[src/rtl/alu_arb.sv]
// alu_arb -- shares one combinational ALU between two requesters.
//
// Requester 0 is the execute stage, requester 1 the address/branch helper.
// One operation is in flight at a time: it is captured from the winning
// requester, presented to the ALU from a registered operand set, and the
// ALU result is registered and handed back to the owner over valid/ready.
//
// Ports:
//   clk, rst                 clock, synchronous active-high reset
//   reqN_valid/ready         operation request handshake (N = 0, 1)
//   reqN_InA/InB/Cin/invA/invB/sign/Oper   operation fields
//   respN_valid/ready        result handshake, respN_valid only for owner
//   resp_Out/Zero/Ofl        registered result, shared by both requesters
//   alu_*  (out)             operand register driven to the ALU
//   alu_Out/Zero/Ofl (in)    ALU result
//   busy                     an operation is in EXEC or RESP
//   grant_cnt0/1             accepted-handshake counters
//
// Build option: define ALU_ARB_STATS_EN to build saturating 16-bit grant
// counters; otherwise grant_cnt0/1 are constant zero and no flops exist.
//
// state | meaning
// IDLE  | accepting a request, round-robin on contention
// EXEC  | operand register drives the ALU, result captured at the edge
// RESP  | result held for the owner until it asserts respN_ready

module alu_arb #(
    parameter int OPERAND_WIDTH  = 16,
    parameter int NUM_OPERATIONS = 3
) (
    input  logic                      clk,
    input  logic                      rst,
    input  logic                      req0_valid,
    output logic                      req0_ready,
    input  logic [OPERAND_WIDTH-1:0]  req0_InA,
    input  logic [OPERAND_WIDTH-1:0]  req0_InB,
    input  logic                      req0_Cin,
    input  logic                      req0_invA,
    input  logic                      req0_invB,
    input  logic                      req0_sign,
    input  logic [NUM_OPERATIONS-1:0] req0_Oper,
    input  logic                      req1_valid,
    output logic                      req1_ready,
    input  logic [OPERAND_WIDTH-1:0]  req1_InA,
    input  logic [OPERAND_WIDTH-1:0]  req1_InB,
    input  logic                      req1_Cin,
    input  logic                      req1_invA,
    input  logic                      req1_invB,
    input  logic                      req1_sign,
    input  logic [NUM_OPERATIONS-1:0] req1_Oper,
    output logic                      resp0_valid,
    input  logic                      resp0_ready,
    output logic                      resp1_valid,
    input  logic                      resp1_ready,
    output logic [OPERAND_WIDTH-1:0]  resp_Out,
    output logic                      resp_Zero,
    output logic                      resp_Ofl,
    output logic [OPERAND_WIDTH-1:0]  alu_InA,
    output logic [OPERAND_WIDTH-1:0]  alu_InB,
    output logic                      alu_Cin,
    output logic                      alu_invA,
    output logic                      alu_invB,
    output logic                      alu_sign,
    output logic [NUM_OPERATIONS-1:0] alu_Oper,
    input  logic [OPERAND_WIDTH-1:0]  alu_Out,
    input  logic                      alu_Zero,
    input  logic                      alu_Ofl,
    output logic                      busy,
    output logic [15:0]               grant_cnt0,
    output logic [15:0]               grant_cnt1
);

    typedef enum logic [1:0] {IDLE, EXEC, RESP} state_t;

    state_t                    state_q;
    logic                      ptr_q;
    logic                      owner_q;
    logic [OPERAND_WIDTH-1:0]  ina_q, inb_q;
    logic                      cin_q, inva_q, invb_q, sign_q;
    logic [NUM_OPERATIONS-1:0] oper_q;
    logic [OPERAND_WIDTH-1:0]  out_q;
    logic                      zero_q, ofl_q;

    logic gnt0, gnt1, consume;

    // A lone requester always wins; on contention the pointer decides.
    always_comb begin
        gnt0    = (state_q == IDLE) && req0_valid && (!req1_valid || !ptr_q);
        gnt1    = (state_q == IDLE) && req1_valid && (!req0_valid ||  ptr_q);
        consume = (state_q == RESP) && (owner_q ? resp1_ready : resp0_ready);
    end

    always_ff @(posedge clk) begin
        if (rst) begin
            state_q <= IDLE;
            ptr_q   <= 1'b0;
            owner_q <= 1'b0;
            ina_q   <= '0;
            inb_q   <= '0;
            cin_q   <= 1'b0;
            inva_q  <= 1'b0;
            invb_q  <= 1'b0;
            sign_q  <= 1'b0;
            oper_q  <= '0;
            out_q   <= '0;
            zero_q  <= 1'b0;
            ofl_q   <= 1'b0;
        end else begin
            case (state_q)
                IDLE: begin
                    if (gnt0 || gnt1) begin
                        owner_q <= gnt1;
                        ina_q   <= gnt1 ? req1_InA  : req0_InA;
                        inb_q   <= gnt1 ? req1_InB  : req0_InB;
                        cin_q   <= gnt1 ? req1_Cin  : req0_Cin;
                        inva_q  <= gnt1 ? req1_invA : req0_invA;
                        invb_q  <= gnt1 ? req1_invB : req0_invB;
                        sign_q  <= gnt1 ? req1_sign : req0_sign;
                        oper_q  <= gnt1 ? req1_Oper : req0_Oper;
                        state_q <= EXEC;
                    end
                end
                EXEC: begin
                    out_q   <= alu_Out;
                    zero_q  <= alu_Zero;
                    ofl_q   <= alu_Ofl;
                    state_q <= RESP;
                end
                RESP: begin
                    if (consume) begin
                        ptr_q   <= ~owner_q;
                        state_q <= IDLE;
                    end
                end
                default: state_q <= IDLE;
            endcase
        end
    end

    assign req0_ready  = gnt0;
    assign req1_ready  = gnt1;
    assign resp0_valid = (state_q == RESP) && !owner_q;
    assign resp1_valid = (state_q == RESP) &&  owner_q;
    assign resp_Out    = out_q;
    assign resp_Zero   = zero_q;
    assign resp_Ofl    = ofl_q;
    assign busy        = (state_q != IDLE);

    assign alu_InA  = ina_q;
    assign alu_InB  = inb_q;
    assign alu_Cin  = cin_q;
    assign alu_invA = inva_q;
    assign alu_invB = invb_q;
    assign alu_sign = sign_q;
    assign alu_Oper = oper_q;

`ifdef ALU_ARB_STATS_EN
    logic [15:0] gcnt0_q, gcnt1_q;

    always_ff @(posedge clk) begin
        if (rst) begin
            gcnt0_q <= '0;
            gcnt1_q <= '0;
        end else begin
            if (gnt0 && gcnt0_q != 16'hFFFF) gcnt0_q <= gcnt0_q + 16'd1;
            if (gnt1 && gcnt1_q != 16'hFFFF) gcnt1_q <= gcnt1_q + 16'd1;
        end
    end

    assign grant_cnt0 = gcnt0_q;
    assign grant_cnt1 = gcnt1_q;
`else
    assign grant_cnt0 = 16'h0000;
    assign grant_cnt1 = 16'h0000;
`endif

endmodule

[config.mk]
export PLATFORM = sky130hd
export DESIGN_NAME = alu_arb
export DESIGN_NICKNAME = d
export VERILOG_FILES = /design/src/rtl/alu_arb.sv
export SDC_FILE = /design/constraint.sdc
export NUM_CORES = 1
export LEC_CHECK = 0
export ABC_AREA = 1
export CAP_MARGIN = 15
export CORE_ASPECT_RATIO = 0.7
export CORE_MARGIN = 4
export CORE_UTILIZATION = 30
export CTS_BUF_LIST = sky130_fd_sc_hd__clkbuf_8
export CTS_CLUSTER_SIZE = 40
export DETAILED_ROUTE_END_ITERATION = 10
export GPL_ROUTABILITY_DRIVEN = 0
export HOLD_SLACK_MARGIN = 0.03
export PLACE_DENSITY = 0.65
export SLEW_MARGIN = 20
export SYNTH_ARGS = -nofsm -noshare
export SYNTH_HDL_FRONTEND = slang
export SYNTH_SLANG_ARGS = --single-unit
[constraint.sdc]
create_clock -name clk -period 3.6 [get_ports clk]
set_input_delay 0.36 -clock clk [delete_from_list [all_inputs] [get_ports clk]]
set_output_delay 0.36 -clock clk [all_outputs]
set_load 0.02 [all_outputs]
* Yosys cells after proc, flatten, opt, wreduce, memory -nomap -nowiden
Index checks and enable logic that the tools add are counted.
Word-level totals: flip-flop bits (word level) 61, input bits 102, output and inout port bits 94, logic and storage cells 48
Operators by class: equal/unequal tests 4, multiplexer cells 11, bitwise logic cells 1, reduce and logical (&&, ||, !) cells 19
Operators with widths (number):
- 16-bit 2-to-1 mux | 2
- 1-bit logical AND | 7
- 2-bit case mux with 3 select lines | 1
- 2-bit AND reduction | 3
- 1-bit 2-to-1 mux | 5
- 1-bit zero test | 4
- 2-bit 2-to-1 mux | 2
- 1-bit logical OR | 3
- 3-bit 2-to-1 mux | 1
- 2-bit by 1-bit equality test with 1-bit output (second input constant) | 1
- 2-bit equality test (second input constant) | 1
- 2-bit zero test | 1
- 2-bit by 1-bit inequality test with 1-bit output (second input constant) | 1
- 2-bit inequality test (second input constant) | 1
- 2-bit nonzero test | 1
- 1-bit inverter | 1

* Depth between registers and ports, before layout
word-level depth 6, gate-level depth with buffers 9, mapped depth without buffers 7

* Worst setup path before layout
No wires, ideal clock.
kind in2out, start in req1_valid, end out req1_ready, arrival 1059 ps, required time 3240 ps, setup slack 2181 ps, cell stages on the path 4, buffers on the path 2, cell sequence buf_2 -> nand3_1 -> clkbuf_1 -> inv_1
On the way: cells in the longest elaborated chain, start to end 2
RTL lines:
- from (decl) | RTL line 42 | input logic req1_valid,
- 1-bit logical AND (2 in series) | RTL line 89 | gnt1 = (state_q == IDLE) && req1_valid && (!req0_valid || ptr_q);
- to (decl) | RTL line 43 | output logic req1_ready,
Every way passes these cells.

* Final worst setup path
start reg state_q[1], end out req1_ready
On the way: cells in the longest elaborated chain, start to end 3
RTL lines:
- from (decl) | RTL line 75 | state_t state_q;
- from (signal assigned) | RTL line 95 | state_q <= IDLE;
- from (signal assigned) | RTL line 120 | state_q <= EXEC;
- from (signal assigned) | RTL line 127 | state_q <= RESP;
- 2-bit zero test | RTL line 89
- 1-bit logical AND (2 in series) | RTL line 89
Every way passes these cells.

==> qor.txt <==
CTS Buffer Depth - 2
Post-route ant nets - 0
Synth-to-layout area growth - 51.4%
Yosys cell types - 17
Setup-failing EPs final - 0
Row count - 32
CP arrival - 2.16 ns
Final Max Tran Viols - 0
Pin count of the biggest net entering global routing - 43
WS Path Type - flip-flop to output port
Number of H-tree levels - 3
Dpl cells - 852
Number of global-route vias before repair - 3,630
Initial Util - 31.4%
Hold Buf Count CTS - 0
First-pass GRT wire length - 17,700 um
Total power - 2.32 mW
Ys flop type - dfxtp_1
CTS resizes - 0
Ys Warns - 0
CTS sink cnt - 61
Final HPWL DP - 8360 um
CTS buffer count - 9
CORE AREA - 0.0112 mm^2
Vias post-DR - 3,747
Post-layout util - 47.5%
Placed Area - 0.00510 mm^2
Max-Cap Viols - 0
Leakage - 2.76 nW
Top cells by area, synth - dfxtp_1 35%, nand2_1 13%, inv_1 13%
Mapped cell area - 0.00351 mm^2
Fin crit share - 70.0%
Drt wl/cell - 13.2 um
Post-route cell area - 0.00532 mm^2
Die H - 98.6 um
Critical Path Sink Type - output port
CP max FO - 42
Startpoint type of the worst setup path - flip-flop
Crit path time final - 2.52 ns
WL final - 11,500 um
Post-CTS Setup Bufs - 0
Hold crit path type - flip-flop to flip-flop
Worst-Margin Slew - 0.714 ns
Outcome - completed
Pre-CTS WS - 1.20 ns
Count leader, synth - nand2_1
Final Non-Filler Cells - 868
Setup TNS - 0 ns
Worst path required time - 3.24 ns
ANT cells - 0
Drt drc - 0
Hold Fails Final Rpt - 0
Power density over cell area - 435 mW/mm^2
Relative slew slack - 52.1%
Clk Latency, worst-skew pair - 0.34 ns
FF+latch count, synth - 61
Reg clk slew, reported paths - 0.07 ns
F_max - 397 MHz
Synth cell count leaders - 126 x nand2_1, 124 x inv_1, 80 x nand3_1
Share of the synthesized area in the top cell type - 34.7%
Sequential area share after synthesis - 34.7%
Drt first pass iters - 4
Hold Slack - 0.485 ns
Vias/cell - 4.32
Grt ovf - 0
GRT Util Overall - 16.5%
Final Skew - 0.00589 ns
Die area - 0.0135 mm^2
Peak supply drop - 167 uV
Root buffer cell - clkbuf_8
PortBufs - 163
Nets - 812
Iter 0 DRT Violations - 141
CTS tree - done
Synth Area per Inst - 6.20 um^2
EDFF count, synth - 0
FFs w/ async S/R, synth - 0%
Initial antenna violation count - 0
Area leader, netlist - dfxtp_1
Worst Slack Setup Final - 1.08 ns
Unrepaired setup endpoints after global routing - no
Die width - 137 um
Mapped Cells - 567
Layout cell share with drive strength beyond 1 - 4.20%
Number of I/O pins - 196
[layer usage]
metal | routed length, um | up-vias | track usage (%)
met3 | 1170 | 5 | 7.35
li1 | - | 1945 | -
met1 | 5040 | 1660 | 20.1
met4 | 53 | 0 | 2.76
met5 | 0 | - | 0
met2 | 5200 | 137 | 27.3
[layout make-up]
| type | instances | area, um^2 |
|---|---|---|
| tap | 153 | 191 |
| fill | 1162 | 5890 |
| clock inverter | 7 | 100 |
| clock buffer | 9 | 124 |
| multi-input combinational | 341 | 1530 |
| timing repair buffer | 171 | 1690 |
| sequential | 61 | 1220 |
| inverter | 126 | 473 |
[cell usage in the layout, fill, tap and decap left out]
cell / count
nor2_4: 1
inv_1: 123
nor2_1: 39
bufinv_16: 2
a21oi_1: 4
clkinv_1: 1
nand3_2: 2
nand3_1: 79
conb_1: 32
dfxtp_1: 61
inv_2: 2
clkinvlp_4: 3
nand4_1: 39
buf_2: 1
clkdlybuf4s50_1: 162
buf_4: 8
nand2_1: 126
clkbuf_8: 9
clkinv_4: 2
o21ai_0: 19
[worst paths after layout]
check,from,endpoint,slack (ns),cells after the start
min,resp_Out[12],resp_Out[12],0.49,2
max,state_q[1],req1_ready,1.08,5
min reg2reg,resp_Out[12],resp_Out[12],0.49,2
max reg2reg,state_q[1],alu_InA[13],1.57,8
[kinds of logic after synthesis]
kind of cell / count (synthesis) / share of synthesized area (%)
buffers and inverters: 196 / 25.3
AOI/OAI and AO/OA: 23 / 3.28
other: 1 / 0.107
DFF: 61 / 34.7
and+or+nand+nor: 286 / 36.6
[critical path: stages (launching register included)]
cell,delay (ns)
dfxtp_1,0.35
nor2_4,0.15
buf_4,0.44
nand3_2,0.16
inv_1,0.08
clkdlybuf4s50_1,0.64
[flip-flops by register name, summed over array words and instances, names as in the netlist, 2 cells and up]
name,flops
state_q,2
resp_Out,16
alu_Oper,3
alu_InA,16
alu_InB,16
[where the power goes]
| group | total [mW] | switching, mW | leakage (nW) | internal [mW] |
|---|---|---|---|---|
| clock network | 0.688 | 0.296 | 0.102 | 0.391 |
| registers | 0.803 | 0.0437 | 0.506 | 0.760 |
| logic | 0.825 | 0.466 | 2.15 | 0.360 |
Power figures use the tool's default switching activity.
